### src/rtl/stim_pkg.sv
// Shared definitions for the stim_gen vector generator: FSM state type and LFSR constants.
// The LFSR items are only used when STIM_LFSR_EN is defined.
package stim_pkg;

    typedef enum logic [1:0] {
        ST_IDLE = 2'd0,
        ST_RUN  = 2'd1,
        ST_HOLD = 2'd2,
        ST_DONE = 2'd3
    } state_t;

    localparam int LFSR_W = 16;

    // Right-shifting Fibonacci form of x^16+x^14+x^13+x^11+1: mask bit k taps x^(16-k).
    localparam logic [LFSR_W-1:0] LFSR_TAPS         = 16'h002D;
    localparam logic [LFSR_W-1:0] LFSR_DEFAULT_SEED = 16'hACE1;

    function automatic logic [LFSR_W-1:0] lfsr_next(input logic [LFSR_W-1:0] cur);
        return {^(cur & LFSR_TAPS), cur[LFSR_W-1:1]};
    endfunction

endpackage

### src/rtl/stim_lfsr.sv
// 16-bit Fibonacci LFSR for the random mode of stim_gen (instantiated only with STIM_LFSR_EN).
// load takes priority over step; a zero seed would lock the LFSR, so it is swapped for the default.
module stim_lfsr
    import stim_pkg::*;
(
    input  logic              CLK,
    input  logic              RST,
    input  logic              load,
    input  logic [LFSR_W-1:0] seed,
    input  logic              step,
    output logic [LFSR_W-1:0] q
);

    logic [LFSR_W-1:0] q_reg;

    always_ff @(posedge CLK or posedge RST) begin
        if (RST) begin
            q_reg <= '0;
        end else if (load) begin
            q_reg <= (seed == '0) ? LFSR_DEFAULT_SEED : seed;
        end else if (step) begin
            q_reg <= lfsr_next(q_reg);
        end
    end

    assign q = q_reg;

endmodule

### src/rtl/stim_gen.sv
// Stimulus generator for an N-bit ALU: exhaustive {S,Cin,B,A} sweep with pause/hold and done.
// Optional random mode (LFSR vectors, NUM_VEC of them) is enabled by defining STIM_LFSR_EN.
module stim_gen
    import stim_pkg::*;
#(
    parameter int N       = 4,
    parameter int NUM_VEC = 1000
) (
    input  logic             CLK,
    input  logic             RST,
    input  logic             start,
    input  logic             pause,
`ifdef STIM_LFSR_EN
    input  logic             mode,
    input  logic [15:0]      seed,
`endif
    output logic [N-1:0]     A,
    output logic [N-1:0]     B,
    output logic [1:0]       S,
    output logic             Cin,
    output logic             vec_valid,
    output logic [2*N+2:0]   vec_index,
    output logic             busy,
    output logic             done
);

    localparam int IW = 2*N+3;
    localparam logic [IW-1:0] EXH_LAST  = {IW{1'b1}};
    localparam logic [IW-1:0] RAND_LAST = IW'(NUM_VEC - 1);

    state_t        state_reg;
    logic [IW-1:0] index_reg;
    logic          valid_reg;
    logic          busy_reg;
    logic          done_reg;

    logic          rand_mode;
    logic [IW-1:0] operand_bits;
    logic          last_vec;
    logic          start_run;
    logic          advance;

    assign last_vec  = (index_reg == (rand_mode ? RAND_LAST : EXH_LAST));
    assign start_run = start && ((state_reg == ST_IDLE) || (state_reg == ST_DONE));
    // The last vector goes to DONE even when pause is high, so HOLD never sees last_vec.
    assign advance   = ((state_reg == ST_RUN) && !pause && !last_vec) ||
                       ((state_reg == ST_HOLD) && !pause);

    always_ff @(posedge CLK or posedge RST) begin
        if (RST) begin
            state_reg <= ST_IDLE;
            index_reg <= '0;
            valid_reg <= 1'b0;
            busy_reg  <= 1'b0;
            done_reg  <= 1'b0;
        end else begin
            valid_reg <= 1'b0;
            case (state_reg)
                ST_IDLE, ST_DONE: begin
                    if (start) begin
                        state_reg <= ST_RUN;
                        index_reg <= '0;
                        valid_reg <= 1'b1;
                        busy_reg  <= 1'b1;
                        done_reg  <= 1'b0;
                    end
                end
                ST_RUN: begin
                    if (last_vec) begin
                        state_reg <= ST_DONE;
                        busy_reg  <= 1'b0;
                        done_reg  <= 1'b1;
                    end else if (pause) begin
                        state_reg <= ST_HOLD;
                    end else begin
                        index_reg <= index_reg + IW'(1);
                        valid_reg <= 1'b1;
                    end
                end
                ST_HOLD: begin
                    if (!pause) begin
                        state_reg <= ST_RUN;
                        index_reg <= index_reg + IW'(1);
                        valid_reg <= 1'b1;
                    end
                end
                default: begin
                    state_reg <= ST_IDLE;
                    busy_reg  <= 1'b0;
                    done_reg  <= 1'b0;
                end
            endcase
        end
    end

`ifdef STIM_LFSR_EN
    logic        mode_reg;
    logic [15:0] lfsr_q;
    logic        lfsr_unused;

    always_ff @(posedge CLK or posedge RST) begin
        if (RST) begin
            mode_reg <= 1'b0;
        end else if (start_run) begin
            mode_reg <= mode;
        end
    end

    stim_lfsr u_lfsr (
        .CLK  (CLK),
        .RST  (RST),
        .load (start_run),
        .seed (seed),
        .step (advance),
        .q    (lfsr_q)
    );

    assign rand_mode    = mode_reg;
    assign operand_bits = mode_reg ? lfsr_q[IW-1:0] : index_reg;
    assign lfsr_unused  = ^lfsr_q;
`else
    logic unused_ctrl;

    assign rand_mode    = 1'b0;
    assign operand_bits = index_reg;
    assign unused_ctrl  = start_run ^ advance;
`endif

    genvar gi;
    generate
        for (gi = 0; gi < N; gi++) begin : g_operands
            assign A[gi] = operand_bits[gi];
            assign B[gi] = operand_bits[N + gi];
        end
    endgenerate

    assign Cin       = operand_bits[2*N];
    assign S         = operand_bits[2*N+2:2*N+1];
    assign vec_valid = valid_reg;
    assign vec_index = index_reg;
    assign busy      = busy_reg;
    assign done      = done_reg;

endmodule

### config.mk
export PLATFORM = sky130hd
export DESIGN_NAME = stim_gen
export DESIGN_NICKNAME = d
export VERILOG_FILES = /design/src/rtl/stim_pkg.sv /design/src/rtl/stim_lfsr.sv /design/src/rtl/stim_gen.sv
export SDC_FILE = /design/constraint.sdc
export NUM_CORES = 1
export LEC_CHECK = 0
export CORE_MARGIN = 10
export CORE_UTILIZATION = 39
export CTS_BUF_LIST = sky130_fd_sc_hd__clkbuf_8
export CTS_CLUSTER_DIAMETER = 100
export DETAILED_ROUTE_END_ITERATION = 16
export DONT_BUFFER_PORTS = 1
export PLACE_DENSITY = 0.58
export SLEW_MARGIN = 20
export SYNTH_ARGS = -nofsm -noshare
export SYNTH_HDL_FRONTEND = slang
export SYNTH_HIERARCHICAL = 1
export SYNTH_SLANG_ARGS = --single-unit
### constraint.sdc
create_clock -name CLK -period 2.2 [get_ports CLK]
set_input_delay 0.44 -clock CLK [delete_from_list [all_inputs] [get_ports CLK]]
set_output_delay 0.44 -clock CLK [all_outputs]
set_load 0.05 [all_outputs]
==> results.json, run 1 <==
{
  "dr.pass1.iters": 4,
  "seq_power_share": 0.290,
  "critPathRequiredTime_ns": 2.34,
  "async_reset_ff_frac": 1.00,
  "ys_types": 36,
  "cap_viol_max_count": 0,
  "ff2ff_path_depth": 5,
  "power.share.clock": 0.175,
  "synth_area_um2": 1060,
  "finalNetCount": 124,
  "layout-drive-gt1-share": 0.216,
  "r2r-end": "vec_index[8]$_DFFE_PP0P_",
  "cts_resized": 0,
  "synth.avg_cell_area_um2": 9.24,
  "hold_ws_ns": 0.152,
  "reg2reg_slack_ns": 0.28,
  "grt_antenna_before_repair": 0,
  "ys_ff_latch": 16,
  "grt.overflow.total": 0,
  "final.setup.tns_ns": 0,
  "io-pin-count": 29,
  "grt_usage": 0.103,
  "endpoint_kind": "flop",
  "finalSetupViolCount": 0,
  "status": "finished, final reports clean",
  "synth_ff_type": "dfrtp_1",
  "drc": 0,
  "clock_sinks": 16,
  "maxSlewViolCount": 0,
  "switching_share": 0.499,
  "muxShareOfSynthArea": 0,
  "min_period_ns": 1.92,
  "viasPerCell": 5.94,
  "crit_fanout": 13,
  "initial_core_util": 0.417,
  "cts_buffer_depth": 2,
  "insertion_delay_ns": 0.25,
  "routed_wl_um": 2530,
  "yosys.area.top_type_share": 0.377,
  "worst_pin_slew_ns": 0.635,
  "synth-xor-area-share": 0,
  "dieArea_um2": 5210,
  "worst-setup-path-type": "flop to flop",
  "fill_cells": 249,
  "maxSlewHeadroom": 0.577,
  "synthSimpleGateAreaFrac": 0.263,
  "synth_top_family_by_area": "simple AND/OR/NAND/NOR gates",
  "peakVddDrop_uv": 655,
  "worstPathArrival_ns": 2.06,
  "cp_slowest_cell": "ha_1",
  "area_growth_pct": 8.01,
  "hold_buffers": 0,
  "seq_area_frac_synth": 0.377,
  "numCtsBuffers": 3,
  "cts_root_buf": "clkbuf_8",
  "power.density_nw_per_um2": 1310,
  "slowest_delay_ns": 0.44,
  "synth.area.top_cells": "dfrtp_1 (38%), buf_4 (7.8%), o31ai_1 (5.7%)",
  "grt_max_degree": 17,
  "grt_pass1_wl_um": 4390,
  "min_path_type": "input pin to async pin",
  "io_buffers": 0,
  "rows": 18,
  "gp_congestion": 0.854,
  "dp_hpwl_um": 1850,
  "cts_tree": "yes",
  "p_switching_uw": 752,
  "synth_area_leader_cell": "dfrtp_1",
  "die_h_um": 72.2,
  "htreeDepth": 1,
  "wire_per_inst_um": 17.3,
  "grt_pass1_vias": 902,
  "largest_register_ffs": 11,
  "hold_violations": 0,
  "synth_compound_area_frac": 0.216,
  "vias": 867,
  "synthAdderAreaFrac": 0.0353,
  "max_freq_mhz": 522,
  "clkSlewWorstSetupHoldPaths_ns": 0.07,
  "ant_nets": 0,
  "fp.dieW_um": 72.2,
  "p_int_uw": 756,
  "startpoint_type": "flop",
  "n_antenna_cell": 0,
  "ys_top_cells_by_count": "dfrtp_1 (16), buf_4 (11), nand2_1 (9)",
  "drt_iter0_drc": 101,
  "rsz0062_at_grt": "no",
  "p_leak_uw": 0.000515,
  "reg2reg_from": "state_reg[0]$_DFFE_PP0P_",
  "ys_warn_count": 6,
  "synth_edf_count": 0,
  "coreArea_um2": 2540,
  "path_cells": "inv_1, ha_1, nand2b_1, or2b_4, a221o_2",
  "syn_inst": 115,
  "period_share": 0.871,
  "post_cts_buffers": 0,
  "fin_skew_ns": 0.00642,
  "pwr-share-comb": 0.536,
  "yosysMostFrequentCell": "dfrtp_1",
  "syn_nets": 122
}
## cells by family (layout without fill, tap and decap cells)
group                      after synthesis  count (layout)
DFF                                     16              16
adders and majority gates                3               3
and+or+nand+nor                         44              44
AOI/OAI and AO/OA                       32              32
buffers and inverters                   20              21
## layout by cell type, fill, tap and decap left out, types with 2 or more instances in the layout
cell      count
buf_4        12
nand2_1       9
inv_1         5
o31ai_1       8
nor2b_1       6
clkbuf_8      4
nor2_1        5
nor4_1        2
o22a_2        2
ha_1          3
a211oi_1      2
nor3_1        3
nand3_1       3
dfrtp_1      16
a21oi_1       5
a221o_2       2
a41oi_1       2
o21ai_0       7
nor3b_1       3
nand2b_1      2
## layout make-up
| cell class | instances | area, um^2 | share of cell area |
|---|---|---|---|
| Multi-Input combinational cell | 79 | 546 | 0.475 |
| Sequential cell | 16 | 400 | 0.349 |
| Timing Repair Buffer | 12 | 90.1 | 0.0785 |
| Clock buffer | 4 | 55.1 | 0.0480 |
| Tap cell | 30 | 37.5 | 0.0327 |
| Inverter | 5 | 18.8 | 0.0164 |
## worst max-delay path: cells and delay by family, from the launching register on
| family | cells | cell delay (ns) |
|---|---|---|
| AO/OA/AOI/OAI | 1 | 0.39 |
| flip-flops | 1 | 0.39 |
| buffers and inverters | 1 | 0.06 |
| adder cells (fa/ha/maj) | 1 | 0.44 |
| AND/OR/NAND/NOR | 2 | 0.52 |
## layer usage
| layer | share of wire | global-route usage |
|---|---|---|
| met4 | 0.011 | 0.0366 |
| met5 | 0 | 0 |
| met2 | 0.47 | 0.171 |
| met1 | 0.45 | 0.121 |
| met3 | 0.066 | 0.0354 |
## stage by stage
| step | util | area, um^2 | setup WS (ns) | power (uW) | instances |
|---|---|---|---|---|---|
| CTS | 0.451 | 1150 | 0.291 | 1520 | 146 |
| finish | 0.451 | 1150 | 0.285 | 1510 | 146 |
| global route | 0.451 | 1150 | 0.106 | 1630 | 146 |
| detailed placement | 0.429 | 1090 | 0.296 | 1250 | 142 |
| floorplan | - | 1060 | 0.262 | 1120 | 115 |
| global placement | 0.429 | 1090 | 0.345 | 1230 | 142 |
## power by group through the flow
stage	registers, uW	clock network, uW	logic (uW)
final	437	263	809
after global routing	444	289	892
after CTS	438	275	808
after detailed placement	443	0	804
after global placement	438	0	795
after floorplan	556	0	561
## worst max path at each step
stage                                  start                   endpoint  slack [ns]  cells after the start
floorplan           vec_index[0]$_DFFE_PP0P_   vec_index[0]$_DFFE_PP0P_        0.26                      5
global placement    state_reg[0]$_DFFE_PP0P_   vec_index[6]$_DFFE_PP0P_        0.35                      5
detailed placement  state_reg[0]$_DFFE_PP0P_   vec_index[8]$_DFFE_PP0P_        0.30                      5
CTS                 state_reg[0]$_DFFE_PP0P_   vec_index[8]$_DFFE_PP0P_        0.29                      5
global route        state_reg[0]$_DFFE_PP0P_  vec_index[10]$_DFFE_PP0P_        0.11                      5
finish              state_reg[0]$_DFFE_PP0P_   vec_index[8]$_DFFE_PP0P_        0.28                      5
No activity file was read; power rests on OpenSTA's default activity.
==> run 2, diff against run 1 <==
Settings changed: CORE_UTILIZATION 39 to 45, PLACE_DENSITY 0.58 to 0.65.
==> results.json, run 2 (synthesis results as in run 1) <==
{
  "rsz0062_at_grt": "no",
  "clkSlewWorstSetupHoldPaths_ns": 0.07,
  "ant_nets": 0,
  "insertion_delay_ns": 0.25,
  "p_leak_uw": 0.000530,
  "mostFrequentLayoutCells": "dfrtp_1 (16), buf_4 (15), nand2_1 (9), o31ai_1 (8), o21ai_0 (7)",
  "power.density_nw_per_um2": 1310,
  "cts_resized": 0,
  "cts_buffer_depth": 2,
  "numCtsBuffers": 3,
  "reg2reg_from": "state_reg[0]$_DFFE_PP0P_",
  "maxSlewHeadroom": 0.594,
  "initial_core_util": 0.476,
  "grt_usage": 0.113,
  "critPathRequiredTime_ns": 2.33,
  "cp_slowest_cell": "ha_1",
  "viasPerCell": 5.75,
  "final.setup.tns_ns": 0,
  "wire_per_inst_um": 16.6,
  "dp_hpwl_um": 1850,
  "grt_pass1_wl_um": 4090,
  "drc": 0,
  "fp.dieW_um": 68.6,
  "largest_register_ffs": 11,
  "fill_cells": 200,
  "status": "finished, final reports clean",
  "io-pin-count": 29,
  "htreeDepth": 1,
  "grt_pass1_vias": 831,
  "layout-drive-gt1-share": 0.235,
  "fin_skew_ns": 0.00516,
  "post-route-util": 0.523,
  "rows": 17,
  "vias": 845,
  "path_cells": "inv_1, ha_1, nand2b_1, or2b_4, a221o_2",
  "hold_buffers": 0,
  "n_antenna_cell": 0,
  "final_common_cell": "dfrtp_1",
  "dr.pass1.iters": 4,
  "finalSetupViolCount": 0,
  "crit_fanout": 11,
  "dieArea_um2": 4700,
  "cap_viol_max_count": 0,
  "grt.overflow.total": 0,
  "io_buffers": 0,
  "gp_congestion": 0.880,
  "drt_iter0_drc": 40,
  "grt_max_degree": 17,
  "slowest_delay_ns": 0.42,
  "routed_wl_um": 2450,
  "coreArea_um2": 2230,
  "period_share": 0.844,
  "crit_family": "simple AND/OR/NAND/NOR gates",
  "max_freq_mhz": 539,
  "min_path_type": "input pin to async pin",
  "worstPathArrival_ns": 1.99,
  "cts_root_buf": "clkbuf_8",
  "finalNetCount": 127,
  "endpoint_kind": "flop",
  "worst_pin_slew_ns": 0.609,
  "startpoint": "state_reg[0]$_DFFE_PP0P_",
  "startpoint_type": "flop",
  "clock_sinks": 16,
  "peakVddDrop_uv": 695,
  "hold_violations": 0,
  "reg2reg_slack_ns": 0.34,
  "cts_tree": "yes",
  "worst-setup-path-type": "flop to flop",
  "grt_antenna_before_repair": 0,
  "area_growth_pct": 9.89,
  "post_cts_buffers": 0,
  "die_h_um": 68.6,
  "maxSlewViolCount": 0,
  "worst-path-buf-inv": 1,
  "min_period_ns": 1.86
}
## run 2: changes by cell type in the layout (fill, tap and decap cells not counted), sizes merged
cell / before / now
buf: 12 / 15
## run 2: final timing paths
path | end | cells past startpoint
setup / recovery | vec_index[6]$_DFFE_PP0P_ | 5
hold / removal | busy$_DFFE_PP0P_ | 1
setup reg to reg | vec_index[6]$_DFFE_PP0P_ | 5
hold reg to reg | state_reg[0]$_DFFE_PP0P_ | 2
max in group asynchronous | state_reg[0]$_DFFE_PP0P_ | 1
min in group CLK | vec_index[0]$_DFFE_PP0P_ | 1
## run 2: report_power, final
| part | internal [uW] | switching [uW] | leakage, uW |
|---|---|---|---|
| registers | 352 | 74.1 | 0.000209 |
| clock network | 159 | 104 | 0.0000288 |
| logic | 268 | 578 | 0.000293 |
| total | 778 | 756 | 0.000530 |
## run 2: routing by layer
layer  up-vias  track usage  part of all wire
li1        425            -                 -
met1       407        0.140              0.47
met2        11        0.182              0.46
met3         2       0.0338             0.070
met4         0       0.0377            0.0070
met5         -            0                 0
## run 2: area by class of cell
class / instances / area, um^2 / share of cell area
multi-input cells: 79 / 546 / 0.467
flip-flops and latches: 16 / 400 / 0.343
repair buffers: 15 / 113 / 0.0965
clock buffers: 4 / 55.1 / 0.0472
well taps: 28 / 35.0 / 0.0300
inverters: 5 / 18.8 / 0.0161
## run 2: stage by stage
step           total power, uW  instance area [um^2]  hold WS [ns]  worst slack [ns]  cells
6_report                  1530                  1170         0.144             0.344    147
5_1_grt                   1640                  1170         0.205             0.111    147
4_1_cts                   1540                  1170         0.173             0.346    147
3_5_place_dp              1270                  1110         0.444             0.360    143
3_3_place_gp              1260                  1110         0.436             0.379    143
2_1_floorplan             1120                  1060         0.354             0.262    115
